[src/rtl/ulpi_phy_responder.sv]
`default_nettype none
// ============================================================================
//  Module   : ulpi_phy_responder
//  Purpose  : PHY-side ULPI responder for loopback bring-up. It answers link
//             TXCMD register writes/reads from a small register file, emits
//             RXCMD bytes on line-state / VBUS changes and models the
//             FUNC_CTRL.Reset turnaround sequence.
//  Ports    : CLK_60M, RST_USB      - clock, synchronous active-high reset
//             ULPI_DATA_I           - bus data driven by the link
//             ULPI_DATA_O/_OE       - bus data driven by this PHY / enable
//             ULPI_DIR, ULPI_NXT    - ULPI direction / next strobes
//             ULPI_STP              - ULPI stop from the link
//             LINESTATE, VBUS_STATE - status reported through RXCMD
//             FUNC_CTRL_O, OTG_CTRL_O - live register values
//             PHY_RESET_O           - one-cycle pulse at reset-sequence start
//  Revision : 1.0 - initial release
// ============================================================================
module ulpi_phy_responder #(
  parameter logic [15:0] VENDOR_ID    = 16'h0424,
  parameter logic [15:0] PRODUCT_ID   = 16'h0009,
  parameter int unsigned RESET_CYCLES = 8,
  parameter int unsigned WR_TIMEOUT   = 16
) (
  input  logic       CLK_60M,
  input  logic       RST_USB,
  input  logic [7:0] ULPI_DATA_I,
  output logic [7:0] ULPI_DATA_O,
  output logic       ULPI_DATA_OE,
  output logic       ULPI_DIR,
  output logic       ULPI_NXT,
  input  logic       ULPI_STP,
  input  logic [1:0] LINESTATE,
  input  logic [1:0] VBUS_STATE,
  output logic [7:0] FUNC_CTRL_O,
  output logic [7:0] OTG_CTRL_O,
  output logic       PHY_RESET_O
);

  localparam int unsigned CNT_MAX = (RESET_CYCLES > WR_TIMEOUT) ? RESET_CYCLES : WR_TIMEOUT;
  localparam int unsigned CNT_W   = (CNT_MAX > 2) ? $clog2(CNT_MAX) : 1;

  localparam logic [7:0] c_func_ctrl_rst = 8'h41;
  localparam logic [7:0] c_if_ctrl_rst   = 8'h00;
  localparam logic [7:0] c_otg_ctrl_rst  = 8'h06;
  localparam logic [7:0] c_scratch_rst   = 8'h00;
  localparam logic [5:0] c_addr_ext      = 6'h2F;

  typedef enum logic [3:0] {
    S_IDLE     = 4'd0,
    S_CMD_ACK  = 4'd1,
    S_WR_DATA  = 4'd2,
    S_WR_STP   = 4'd3,
    S_RD_TURN  = 4'd4,
    S_RD_DATA  = 4'd5,
    S_RD_BACK  = 4'd6,
    S_RX_TURN  = 4'd7,
    S_RX_DATA  = 4'd8,
    S_RX_BACK  = 4'd9,
    S_RST_HOLD = 4'd10,
    S_RST_BACK = 4'd11
  } state_e;

  state_e             state_q, state_d;
  logic [5:0]         addr_q, addr_d;
  logic               rd_q, rd_d;
  logic [7:0]         wdata_q, wdata_d;
  logic [CNT_W-1:0]   cnt_q, cnt_d;
  logic [3:0]         last_q, last_d;
  logic               rxp_q, rxp_d;
  logic [7:0]         func_q, func_d;
  logic [7:0]         ifc_q, ifc_d;
  logic [7:0]         otg_q, otg_d;
  logic [7:0]         scr_q, scr_d;
  logic               dir_q, dir_d;
  logic               nxt_q, nxt_d;
  logic               oe_q, oe_d;
  logic [7:0]         data_q, data_d;
  logic               prst_q, prst_d;

  logic [3:0]         w_line;
  logic [7:0]         w_rd_mux;
  logic               w_rst_trig;

  assign w_line = {VBUS_STATE, LINESTATE};

  // Read mux: aliases return their base register, unmapped space reads zero.
  always_comb begin
    w_rd_mux = 8'h00;
    case (addr_q)
      6'h00:               w_rd_mux = VENDOR_ID[7:0];
      6'h01:               w_rd_mux = VENDOR_ID[15:8];
      6'h02:               w_rd_mux = PRODUCT_ID[7:0];
      6'h03:               w_rd_mux = PRODUCT_ID[15:8];
      6'h04, 6'h05, 6'h06: w_rd_mux = func_q;
      6'h07:               w_rd_mux = ifc_q;
      6'h0A, 6'h0B, 6'h0C: w_rd_mux = otg_q;
      6'h16, 6'h17, 6'h18: w_rd_mux = scr_q;
      default:             w_rd_mux = 8'h00;
    endcase
  end

  // A committed write to FUNC_CTRL or its set alias with bit 5 set starts
  // the PHY reset sequence; the clear alias can never set the bit.
  assign w_rst_trig = ((addr_q == 6'h04) || (addr_q == 6'h05)) && wdata_q[5];

  always_comb begin
    state_d = state_q;
    addr_d  = addr_q;
    rd_d    = rd_q;
    wdata_d = wdata_q;
    cnt_d   = cnt_q;
    last_d  = last_q;
    rxp_d   = rxp_q;
    func_d  = func_q;
    ifc_d   = ifc_q;
    otg_d   = otg_q;
    scr_d   = scr_q;
    data_d  = 8'h00;
    dir_d   = 1'b0;
    nxt_d   = 1'b0;
    oe_d    = 1'b0;
    prst_d  = 1'b0;

    case (state_q)
      S_IDLE: begin
        if (ULPI_DATA_I[7]) begin
          // Register TXCMD. The extended-register escape is unsupported and
          // simply holds the block in IDLE without acknowledging it.
          if (ULPI_DATA_I[5:0] != c_addr_ext) begin
            addr_d  = ULPI_DATA_I[5:0];
            rd_d    = ULPI_DATA_I[6];
            state_d = S_CMD_ACK;
          end
        end else if (rxp_q || (w_line != last_q)) begin
          state_d = S_RX_TURN;
        end
      end
      S_CMD_ACK: begin
        if (!rd_q && ULPI_STP) state_d = S_IDLE;
        else if (rd_q)         state_d = S_RD_TURN;
        else                   state_d = S_WR_DATA;
      end
      S_WR_DATA: begin
        if (ULPI_STP) begin
          state_d = S_IDLE;
        end else begin
          wdata_d = ULPI_DATA_I;
          cnt_d   = '0;
          state_d = S_WR_STP;
        end
      end
      S_WR_STP: begin
        if (ULPI_STP) begin
          if (w_rst_trig) begin
            func_d  = c_func_ctrl_rst;
            ifc_d   = c_if_ctrl_rst;
            otg_d   = c_otg_ctrl_rst;
            scr_d   = c_scratch_rst;
            cnt_d   = '0;
            state_d = S_RST_HOLD;
          end else begin
            case (addr_q)
              6'h04:   func_d = wdata_q;
              6'h05:   func_d = func_q | wdata_q;
              6'h06:   func_d = func_q & ~wdata_q;
              6'h07:   ifc_d  = wdata_q;
              6'h0A:   otg_d  = wdata_q;
              6'h0B:   otg_d  = otg_q | wdata_q;
              6'h0C:   otg_d  = otg_q & ~wdata_q;
              6'h16:   scr_d  = wdata_q;
              6'h17:   scr_d  = scr_q | wdata_q;
              6'h18:   scr_d  = scr_q & ~wdata_q;
              default: ;
            endcase
            state_d = S_IDLE;
          end
        end else if (cnt_q == CNT_W'(WR_TIMEOUT - 1)) begin
          state_d = S_IDLE;
        end else begin
          cnt_d = cnt_q + CNT_W'(1);
        end
      end
      S_RD_TURN: begin
        data_d  = w_rd_mux;
        state_d = S_RD_DATA;
      end
      S_RD_DATA: state_d = S_RD_BACK;
      S_RD_BACK: state_d = S_IDLE;
      S_RX_TURN: begin
        // Report the status seen during the turnaround; any later change is
        // caught by the last-reported comparison once back in IDLE.
        data_d  = {4'b0000, w_line};
        last_d  = w_line;
        rxp_d   = 1'b0;
        state_d = S_RX_DATA;
      end
      S_RX_DATA: state_d = S_RX_BACK;
      S_RX_BACK: state_d = S_IDLE;
      S_RST_HOLD: begin
        if (cnt_q == CNT_W'(RESET_CYCLES - 1)) begin
          rxp_d   = 1'b1;
          state_d = S_RST_BACK;
        end else begin
          cnt_d = cnt_q + CNT_W'(1);
        end
      end
      S_RST_BACK: state_d = S_IDLE;
      default:    state_d = S_IDLE;
    endcase

    // Pin values are decoded from the next state so they are registered
    // alongside it and line up with the state they belong to.
    case (state_d)
      S_CMD_ACK, S_WR_DATA:             nxt_d = 1'b1;
      S_RD_TURN, S_RX_TURN, S_RST_HOLD: dir_d = 1'b1;
      S_RD_DATA, S_RX_DATA: begin
        dir_d = 1'b1;
        oe_d  = 1'b1;
      end
      default: ;
    endcase
    prst_d = (state_d == S_RST_HOLD) && (state_q != S_RST_HOLD);
  end

  always_ff @(posedge CLK_60M) begin
    if (RST_USB) begin
      state_q <= S_IDLE;
      addr_q  <= '0;
      rd_q    <= 1'b0;
      wdata_q <= '0;
      cnt_q   <= '0;
      last_q  <= '0;
      rxp_q   <= 1'b1;
      func_q  <= c_func_ctrl_rst;
      ifc_q   <= c_if_ctrl_rst;
      otg_q   <= c_otg_ctrl_rst;
      scr_q   <= c_scratch_rst;
      dir_q   <= 1'b0;
      nxt_q   <= 1'b0;
      oe_q    <= 1'b0;
      data_q  <= 8'h00;
      prst_q  <= 1'b0;
    end else begin
      state_q <= state_d;
      addr_q  <= addr_d;
      rd_q    <= rd_d;
      wdata_q <= wdata_d;
      cnt_q   <= cnt_d;
      last_q  <= last_d;
      rxp_q   <= rxp_d;
      func_q  <= func_d;
      ifc_q   <= ifc_d;
      otg_q   <= otg_d;
      scr_q   <= scr_d;
      dir_q   <= dir_d;
      nxt_q   <= nxt_d;
      oe_q    <= oe_d;
      data_q  <= data_d;
      prst_q  <= prst_d;
    end
  end

  assign ULPI_DATA_O  = data_q;
  assign ULPI_DATA_OE = oe_q;
  assign ULPI_DIR     = dir_q;
  assign ULPI_NXT     = nxt_q;
  assign FUNC_CTRL_O  = func_q;
  assign OTG_CTRL_O   = otg_q;
  assign PHY_RESET_O  = prst_q;

endmodule
`default_nettype wire

[config.mk]
export PLATFORM = sky130hd
export DESIGN_NAME = ulpi_phy_responder
export DESIGN_NICKNAME = d
export VERILOG_FILES = /design/src/rtl/ulpi_phy_responder.sv
export SDC_FILE = /design/constraint.sdc
export NUM_CORES = 1
export LEC_CHECK = 0
export ABC_AREA = 1
export ABC_CLOCK_PERIOD_IN_PS = 3730
export CAP_MARGIN = 15
export CORE_MARGIN = 2
export CORE_UTILIZATION = 50
export DETAILED_ROUTE_END_ITERATION = 8
export GPL_TIMING_DRIVEN = 0
export PLACE_DENSITY = 0.73
export SETUP_SLACK_MARGIN = 0.2
export SYNTH_ARGS = -nofsm -noshare
export SYNTH_HDL_FRONTEND = slang
export SYNTH_SLANG_ARGS = --single-unit
export TNS_END_PERCENT = 5
[constraint.sdc]
create_clock -name CLK_60M -period 3.73 [get_ports CLK_60M]
set_clock_uncertainty 0.1 [all_clocks]
set_input_delay 0.746 -clock CLK_60M [delete_from_list [all_inputs] [get_ports CLK_60M]]
set_output_delay 0.746 -clock CLK_60M [all_outputs]
set_load 0.01 [all_outputs]
# After elaboration in Yosys (flattened, before gate mapping)

Index checks and enable logic that the tools add are counted.

Bits in registers: 72
Bits of input ports: 15
Output and inout port bits: 28
Logic and storage cells: 122

$add $sub $neg: 1
Eq/ne operators: 37
Muxes and demuxes: 32
Bitwise gates (word level): 8
Reductions and logical operators: 28

Operators with widths:

| kind                                                | number |
|---|---|
| one-hot mux 8 bit (3 select lines)                  | 3 |
| one-hot mux 8 bit (7 select lines)                  | 1 |
| two-way mux 4 bit                                   | 12 |
| two-way mux 8 bit                                   | 5 |
| one-hot mux 4 bit (9 select lines)                  | 1 |
| equality test 4 x 3 -> 1 bit, second input constant | 7 |
| bitwise AND 8 bit                                   | 3 |
| equality test 6 x 3 -> 1 bit, second input constant | 4 |
| bitwise OR 8 bit                                    | 3 |
| equality test 4 bit, second input constant          | 5 |
| equality test 6 x 4 -> 1 bit, second input constant | 3 |
| equality test 6 x 5 -> 1 bit, second input constant | 3 |
| one-hot mux 8 bit (2 select lines)                  | 1 |
| AND reduction 3 bit                                 | 5 |
| equality test 4 x 2 -> 1 bit, second input constant | 3 |
| one-hot mux 4 bit (3 select lines)                  | 1 |
| nonzero test 4 bit                                  | 3 |
| OR reduction 3 bit                                  | 3 |
| equality test 4 x 1 -> 1 bit, second input constant | 2 |
| inverter 8 bit                                      | 1 |
| equality test 6 x 1 -> 1 bit, second input constant | 1 |
| equality test 6 x 2 -> 1 bit, second input constant | 1 |
| logical NOT 6 bit                                   | 1 |
| two-way mux 3 bit                                   | 2 |
| 20 further kinds                                    | 32 |

# Depth between registers and ports, before layout

Gate-level depths: netlist of the first run.

Depth after elaboration: 9
Gate-level depth with buffers: 12
Mapped depth without buffers: 12

# Worst setup path after synthesis of the first run

OpenSTA, ideal clock, no wires.

Kind: input to register
Start: in RST_USB
End: reg data_q[4], in the netlist ULPI_DATA_O[4]
Setup time: 81 ps
Arrival time: 1640 ps
Data required time: 3549 ps
Setup slack: 1909 ps
Cell stages on the path: 5
Path through: clkbuf_1 inv_1 clkbuf_1 nand3_2 a41oi_1

RTL lines:

| element              | line | RTL |
|---|---|---|
| start, declared      | 25   | `input logic RST_USB,` |
| end signal, assigned | 258  | `data_q <= data_d;` |
| end, declared        | 77   | `logic [7:0] data_q, data_d;` |

# Worst setup path after layout of the first run

Start: in ULPI_STP
End: reg dir_q, in the netlist ULPI_DIR

Cells in the longest elaborated chain, start to end: 6
Elaborated cells on any way between the ends: 12

Ends and longest elaborated chain:

| element                                                             | line | RTL |
|---|---|---|
| start, declared                                                     | 31   | `input logic ULPI_STP,` |
| logical AND 1 bit                                                   | 139  | `if (!rd_q && ULPI_STP) state_d = S_IDLE;` |
| two-way mux 3 bit                                                   | 139  |  |
| one-hot mux 4 bit (9 select lines) (*)                              | 124  | `case (state_q)` |
| equality test 4 bit or equality test 4 x 3 -> 1 bit (tied branches) | 213  | `case (state_d)` |
| OR reduction 5 bit (no line) (*)                                    | -    |  |
| two-way mux 1 bit (*)                                               | 213  |  |
| end signal, assigned                                                | 255  | `dir_q <= dir_d;` |
| end, declared                                                       | 74   | `logic dir_q, dir_d;` |

Mark *: on every way between the ends. The rest lies on a longest branch, timed or not.
A chain may end at the register's enable or synchronous reset.

==> flow_summary.json, run 1 <==
{
  "finalHoldViolCount": 0,
  "synth-adder-area-share_pct": 0.350,
  "syn2layout_area_growth_pct": 20.3,
  "slew_violations": 0,
  "synth.ff_latch_count": 72,
  "critPathArrivalTime_ns": 2.36,
  "cts-root-buf": "clkbuf_8",
  "ctsHoldBuffers": 0,
  "multi_input_area_mm2": 0.00190,
  "io_buffer_count": 41,
  "cp_slowest_cell": "clkdlybuf4s50_1",
  "seq_area_mm2": 0.00144,
  "ys_warn_count": 0,
  "postCtsSetupBuffers": 0,
  "swShare_pct": 38.6,
  "drive_gt1_share_pct": 11.5,
  "drt_first_pass_iters": 7,
  "cp.required_ns": 3.83,
  "dp_hpwl_mm": 7.26,
  "finalNetCount": 567,
  "rows": 30,
  "layoutNonFillerInstCount": 652,
  "drc_errors": 0,
  "placed_cells": 636,
  "p_total_uw": 2320,
  "syn_nets": 515,
  "synth_top_area_share_pct": 40.3,
  "whs_path_depth": 2,
  "grt_pass1_vias": 3311,
  "start_util_pct": 52.1,
  "maxCapViolCount": 0,
  "die-area_mm2": 0.00785,
  "antenna_found_initial": 0,
  "ys_top_cells_by_area": "dfxtp_1, nand2_1, a21oi_1",
  "p_per_area_mw_per_mm2": 539,
  "slowest_delay_ns": 0.65,
  "peakVddDrop_uv": 367,
  "async_flop_share_pct": 0,
  "status": "complete, no violations",
  "seq_area_frac_synth_pct": 40.3,
  "avgSynthCellArea_um2": 7.17,
  "synth-edff-count": 0,
  "rsz0062_at_grt": "no",
  "fillers": 642,
  "critical-path-top-delay-family": "buffers and inverters",
  "diodes": 0,
  "post-route-util_pct": 62.7,
  "max_slew_margin_pct": 55.5,
  "wire_per_inst_um": 14.7,
  "clock_power_share_pct": 27.1,
  "min_path_type": "reg2reg",
  "clk_latency_ns": 0.34,
  "synth_top_family_by_area": "simple AND/OR/NAND/NOR gates",
  "tns_ns": 0,
  "grt_pass1_wl_mm": 15.7,
  "syn_inst": 499,
  "synth_mux_area_share_pct": 0,
  "dieHeight_um": 88.6,
  "ioPinCount": 43,
  "grt.total_usage_pct": 26.4,
  "crit_chain": "clkdlybuf4s50_1, inv_2, nand3_2, nand4_1, a21oi_1, nand2_1, nand2_1, a21oi_1",
  "fp.coreArea_mm2": 0.00687,
  "die_width_um": 88.6,
  "setup_viol": 0,
  "rrSetupSlack_ns": 1.79,
  "ys_types": 40,
  "cts_sinks": 72,
  "p_comb_share_pct": 32.5,
  "yosys.area_share.simple_pct": 32.4,
  "synth_top_area_cell": "dfxtp_1",
  "vias": 3608,
  "max_freq_mhz": 443,
  "synth_area_mm2": 0.00358,
  "worst_slew_pin_slew_ns": 0.667,
  "seq_power_share_pct": 40.3,
  "cts_tree": "built",
  "min_period_ns": 2.26,
  "h-tree-depth": 3,
  "synth_ff_type": "dfxtp_1",
  "path_depth": 8,
  "period_share_pct": 60.5,
  "cts_resized": 0,
  "clockBufferDepth": 2,
  "synth-compound-area-share_pct": 20.1,
  "p_int_uw": 1430,
  "crit_fanout": 9,
  "synth_xor_area_share_pct": 0.245,
  "grt_max_degree": 13,
  "drtIter0Drc": 295,
  "gp_congestion": 0.903,
  "path_buf_inv": 2,
  "switchingPower_uw": 897,
  "r2r_cells": 7,
  "drtAntennaViolNets": 0,
  "worstSetupPathType": "in2reg",
  "start_kind": "input pin",
  "path_clk_slew_ns": 0.08,
  "crit_path_end_kind": "register",
  "cts_inserted_buffers": 9,
  "grt_remaining_overflow": 0,
  "vias_per_cell": 5.53,
  "leakage_uw": 0.00165,
  "wirelength_mm": 9.58
}
==> synthesized netlist by cell type (2+ instances only) <==
cell,n
nand2_1,137
dfxtp_1,72
a21oi_1,54
inv_1,37
o21ai_0,35
nor2_1,31
nand3_1,27
inv_2,12
o21ai_1,11
clkbuf_1,10
nor2_4,7
nand2_2,6
nand4_1,6
nor2_2,6
o211ai_1,6
a31oi_1,4
a221oi_1,3
nand3_2,3
nor3_1,3
nor3_2,3
o31ai_1,3
a41oi_1,2
and3_1,2
nand2_4,2
nor2_8,2
==> worst register-to-register path, stage by stage (launching register included) <==
cell and delay [ns]:
dfxtp_1 0.39, nor2_2 0.24, nand4_2 0.25, nand2_4 0.22, inv_1 0.09, nand4_1 0.12
nand3_2 0.21, a41oi_1 0.24
==> path summary, 6_finish.rpt <==
| kind | startpoint | to |
|---|---|---|
| max | ULPI_STP | ULPI_DIR$_SDFF_PP0_ |
| min | FUNC_CTRL_O[5]$_SDFFE_PP0P_ | FUNC_CTRL_O[5]$_SDFFE_PP0P_ |
| max reg2reg | addr_q[1]$_SDFFE_PP0P_ | ULPI_DATA_O[4]$_SDFF_PP0_ |
| min reg2reg | FUNC_CTRL_O[5]$_SDFFE_PP0P_ | FUNC_CTRL_O[5]$_SDFFE_PP0P_ |
==> registers in the layout (all words and copies together) (netlist names) <==
signal	flops
FUNC_CTRL_O	8
OTG_CTRL_O	8
ULPI_DATA_O	8
ifc_q	8
scr_q	8
wdata_q	8
addr_q	6
cnt_q	4
last_q	4
state_q	4
PHY_RESET_O	1
ULPI_DATA_OE	1
ULPI_DIR	1
ULPI_NXT	1
rd_q	1
rxp_q	1
==> cell families (layout without fill, tap and decap cells) <==
| group | count (synthesis) | after routing |
|---|---|---|
| buffers and inverters | 61 | 118 |
| and+or+nand+nor | 239 | 239 |
| adders and majority gates | 1 | 1 |
| AOI/OAI and AO/OA | 125 | 125 |
| DFF | 72 | 72 |
| xor gates and xnor gates | 1 | 1 |
==> cells in the final DEF, fill, tap and decap left out, types with 2 or more instances in the layout <==
| cell type | instances |
|---|---|
| nand2_4 | 2 |
| inv_1 | 37 |
| nor3_2 | 3 |
| nand2_1 | 137 |
| nand4_1 | 6 |
| nand2_2 | 6 |
| o211ai_1 | 6 |
| a21oi_1 | 54 |
| nor2_4 | 7 |
| inv_2 | 12 |
| a41oi_1 | 2 |
| and3_1 | 2 |
| clkdlybuf4s50_1 | 41 |
| nand3_1 | 27 |
| a221oi_1 | 3 |
| nor2_2 | 6 |
| clkbuf_1 | 12 |
| nor2_1 | 31 |
| clkbuf_8 | 10 |
| nor3_1 | 3 |
| nand3_2 | 3 |
| o21ai_0 | 35 |
| dfxtp_1 | 72 |
| o31ai_1 | 3 |
| a31oi_1 | 4 |
| o21ai_1 | 11 |
| nor2_8 | 2 |
==> per-stage QoR <==
step	instance area [µm²]	hold WS (ns)	setup WS (ns)
final	4310	0.360	1.47
after global routing	4310	0.392	1.30
after CTS	4310	0.363	1.49
after detailed placement	4110	0.351	1.15
after global placement	4110	0.348	1.14
after floorplan	3580	0.341	1.91
==> power by group through the flow <==
stage,Clock [µW],Combinational [µW],Sequential [µW]
after CTS,636,750,936
after global placement,0,735,951
final,630,756,937
after global routing,673,846,949
after detailed placement,0,744,954
after floorplan,0,535,946
==> final cells by class <==
class,instances,area share [%]
multi-input cells,366,44.2
flip-flops and latches,72,33.5
repair buffers,41,9.53
inverters,50,4.41
clock buffers,12,3.37
well taps,96,2.79
clock inverters,4,1.22
plain buffers,11,1.05
==> layer usage <==
| metal | track usage, % | routed length [µm] |
|---|---|---|
| met1 | 36.0 | 4330 |
| met2 | 40.6 | 4300 |
| met3 | 5.13 | 730 |
| met4 | 12.3 | 216 |
| met5 | 0 | 0 |
No activity file was read; power rests on OpenSTA's default activity.
==> inputs of run 2 (changes only) <==
--- a/config.mk
+++ b/config.mk
@@ -6,7 +6,7 @@
 export NUM_CORES = 1
 export LEC_CHECK = 0
 export ABC_AREA = 1
-export ABC_CLOCK_PERIOD_IN_PS = 3730
+export ABC_CLOCK_PERIOD_IN_PS = 2200
 export CAP_MARGIN = 15
 export CORE_MARGIN = 2
 export CORE_UTILIZATION = 50
==> constraint.sdc (replaced) <==
create_clock -name CLK_60M -period 2.2 [get_ports CLK_60M]
set_clock_uncertainty 0.1 [all_clocks]
set_input_delay 0.44 -clock CLK_60M [delete_from_list [all_inputs] [get_ports CLK_60M]]
set_output_delay 0.44 -clock CLK_60M [all_outputs]
set_load 0.01 [all_outputs]
==> flow_summary.json, run 2 (synthesis gave the netlist of run 1 again) <==
{
  "status": "complete, no violations",
  "syn2layout_area_growth_pct": 20.7,
  "p_per_area_mw_per_mm2": 915,
  "drtIter0Drc": 343,
  "grt.total_usage_pct": 26.5,
  "antenna_found_initial": 0,
  "wirelength_mm": 9.67,
  "drc_errors": 0,
  "layoutNonFillerInstCount": 652,
  "io_buffer_count": 41,
  "path_clk_slew_ns": 0.08,
  "rsz0062_at_grt": "yes",
  "cp_slowest_cell": "dfxtp_1",
  "vias_per_cell": 5.56,
  "drtAntennaViolNets": 0,
  "seq_power_share_pct": 40.3,
  "swShare_pct": 38.8,
  "slowest_delay_ns": 0.52,
  "cts_tree": "built",
  "grt_remaining_overflow": 0,
  "min_period_ns": 1.94,
  "finalNetCount": 567,
  "vias": 3624,
  "drt_first_pass_iters": 5,
  "p_comb_share_pct": 32.7,
  "path_buf_inv": 2,
  "layout_common_cells": "nand2_1, dfxtp_1, a21oi_1",
  "ioPinCount": 43,
  "p_int_uw": 2420,
  "fp.coreArea_mm2": 0.00687,
  "crit_chain": "nand2_2, nor2_4, inv_2, nand2_1, nand2_1, nor2_2, inv_1, o211ai_1, a21oi_1",
  "postCtsSetupBuffers": 0,
  "path_common_cell": "nand2_1",
  "slew_violations": 0,
  "grt_pass1_wl_mm": 15.8,
  "h-tree-depth": 3,
  "cts_sinks": 72,
  "multi_input_area_mm2": 0.00191,
  "dieHeight_um": 88.6,
  "critical-path-top-delay-family": "simple AND/OR/NAND/NOR gates",
  "max_slew_margin_pct": 54.6,
  "leakage_uw": 0.00167,
  "seq_area_mm2": 0.00144,
  "gp_congestion": 0.903,
  "cts-root-buf": "clkbuf_8",
  "period_share_pct": 88.1,
  "worst_slew_pin_slew_ns": 0.681,
  "p_total_uw": 3950,
  "die-area_mm2": 0.00785,
  "dp_hpwl_mm": 7.26,
  "crit_path_end_kind": "register",
  "clk_latency_ns": 0.34,
  "critPathArrivalTime_ns": 2.04,
  "fillers": 637,
  "diodes": 0,
  "clockBufferDepth": 2,
  "wire_per_inst_um": 14.8,
  "maxCapViolCount": 0,
  "holdWs_ns": 0.361,
  "finalHoldViolCount": 0,
  "crit_fanout": 7,
  "placed_cell_area_mm2": 0.00411,
  "setup_viol": 0,
  "worstSetupPathType": "reg2reg",
  "grt_pass1_vias": 3309,
  "switchingPower_uw": 1530,
  "rows": 30,
  "grt_max_degree": 13,
  "layout_commonest_cell": "nand2_1",
  "cp.required_ns": 2.31,
  "start_kind": "register",
  "drive_gt1_share_pct": 11.5,
  "min_path_type": "reg2reg",
  "start_util_pct": 52.1,
  "cts_inserted_buffers": 9,
  "clock_power_share_pct": 27.0,
  "max_freq_mhz": 516,
  "peakVddDrop_uv": 621,
  "finish.instance_area_mm2": 0.00432,
  "die_width_um": 88.6,
  "placed_cells": 636
}
run 2: cell types whose count changed in the layout (fill, tap and decap cells not counted):
| cell | delta |
|---|---|
| nor2_2 | -2 |
| nor2_4 | +2 |
| clkdlybuf4s50_1 | -1 |
| dlymetal6s2s_1 | +1 |
run 2: layout make-up:
type | instances | share of cell area (%)
multi-input combinational | 366 | 44.3
sequential | 72 | 33.4
timing repair buffer | 41 | 9.56
inverter | 50 | 4.40
clock buffer | 12 | 3.36
tap | 96 | 2.78
clock inverter | 4 | 1.22
buffer | 11 | 1.04
run 2: worst paths after layout:
path | slack (ns) | cells past startpoint | startpoint | end
worst max-delay path | 0.26 | 9 | addr_q[1]$_SDFFE_PP0P_ | scr_q[2]$_SDFFE_PP0P_
worst min-delay path | 0.36 | 2 | FUNC_CTRL_O[5]$_SDFFE_PP0P_ | FUNC_CTRL_O[5]$_SDFFE_PP0P_
worst max register to register | 0.26 | 9 | addr_q[1]$_SDFFE_PP0P_ | scr_q[2]$_SDFFE_PP0P_
worst min register to register | 0.36 | 2 | FUNC_CTRL_O[5]$_SDFFE_PP0P_ | FUNC_CTRL_O[5]$_SDFFE_PP0P_
run 2: per-layer routing:
| layer | vias to the layer above | global-route usage, % | part of all wire, % | wire, µm |
|---|---|---|---|---|
| li1 | 1786 | - | - | - |
| met1 | 1643 | 36.1 | 46 | 4410 |
| met2 | 172 | 40.9 | 44 | 4300 |
| met3 | 23 | 5.13 | 7.4 | 714 |
| met4 | 0 | 11.7 | 2.5 | 244 |
| met5 | - | 0 | 0 | 0 |
run 2: metrics by stage:
step / worst slack (ns) / TNS, ns / utilization [%]
6_report: 0.262 / 0 / 62.9
5_1_grt: 0.125 / 0 / 62.9
2_1_floorplan: 0.646 / 0 / -
3_5_place_dp: -0.0741 / -0.594 / 59.8
4_1_cts: 0.265 / 0 / 62.7
3_3_place_gp: -0.0877 / -0.366 / 59.8
run 2: timing repair:
item                                    in CTS  in global routing
resized for setup                            0                  3
endpoints found under the setup margin       0                 30
hold buffers                                 0                  0
run 2: power groups by stage:
stage	logic (µW)	clock network, µW	registers [µW]
after detailed placement	1260	0	1620
after global routing	1440	1140	1610
after CTS	1270	1080	1590
after global placement	1250	0	1610
after floorplan	907	0	1600
final	1290	1070	1590
run 2: worst register-to-register path, cell delays in order, from the launching register on:
cell and delay (ns):
dfxtp_1 0.52, nand2_2 0.18, nor2_4 0.18, inv_2 0.07
nand2_1 0.06, nand2_1 0.11, nor2_2 0.24, inv_1 0.09
o211ai_1 0.17, a21oi_1 0.08
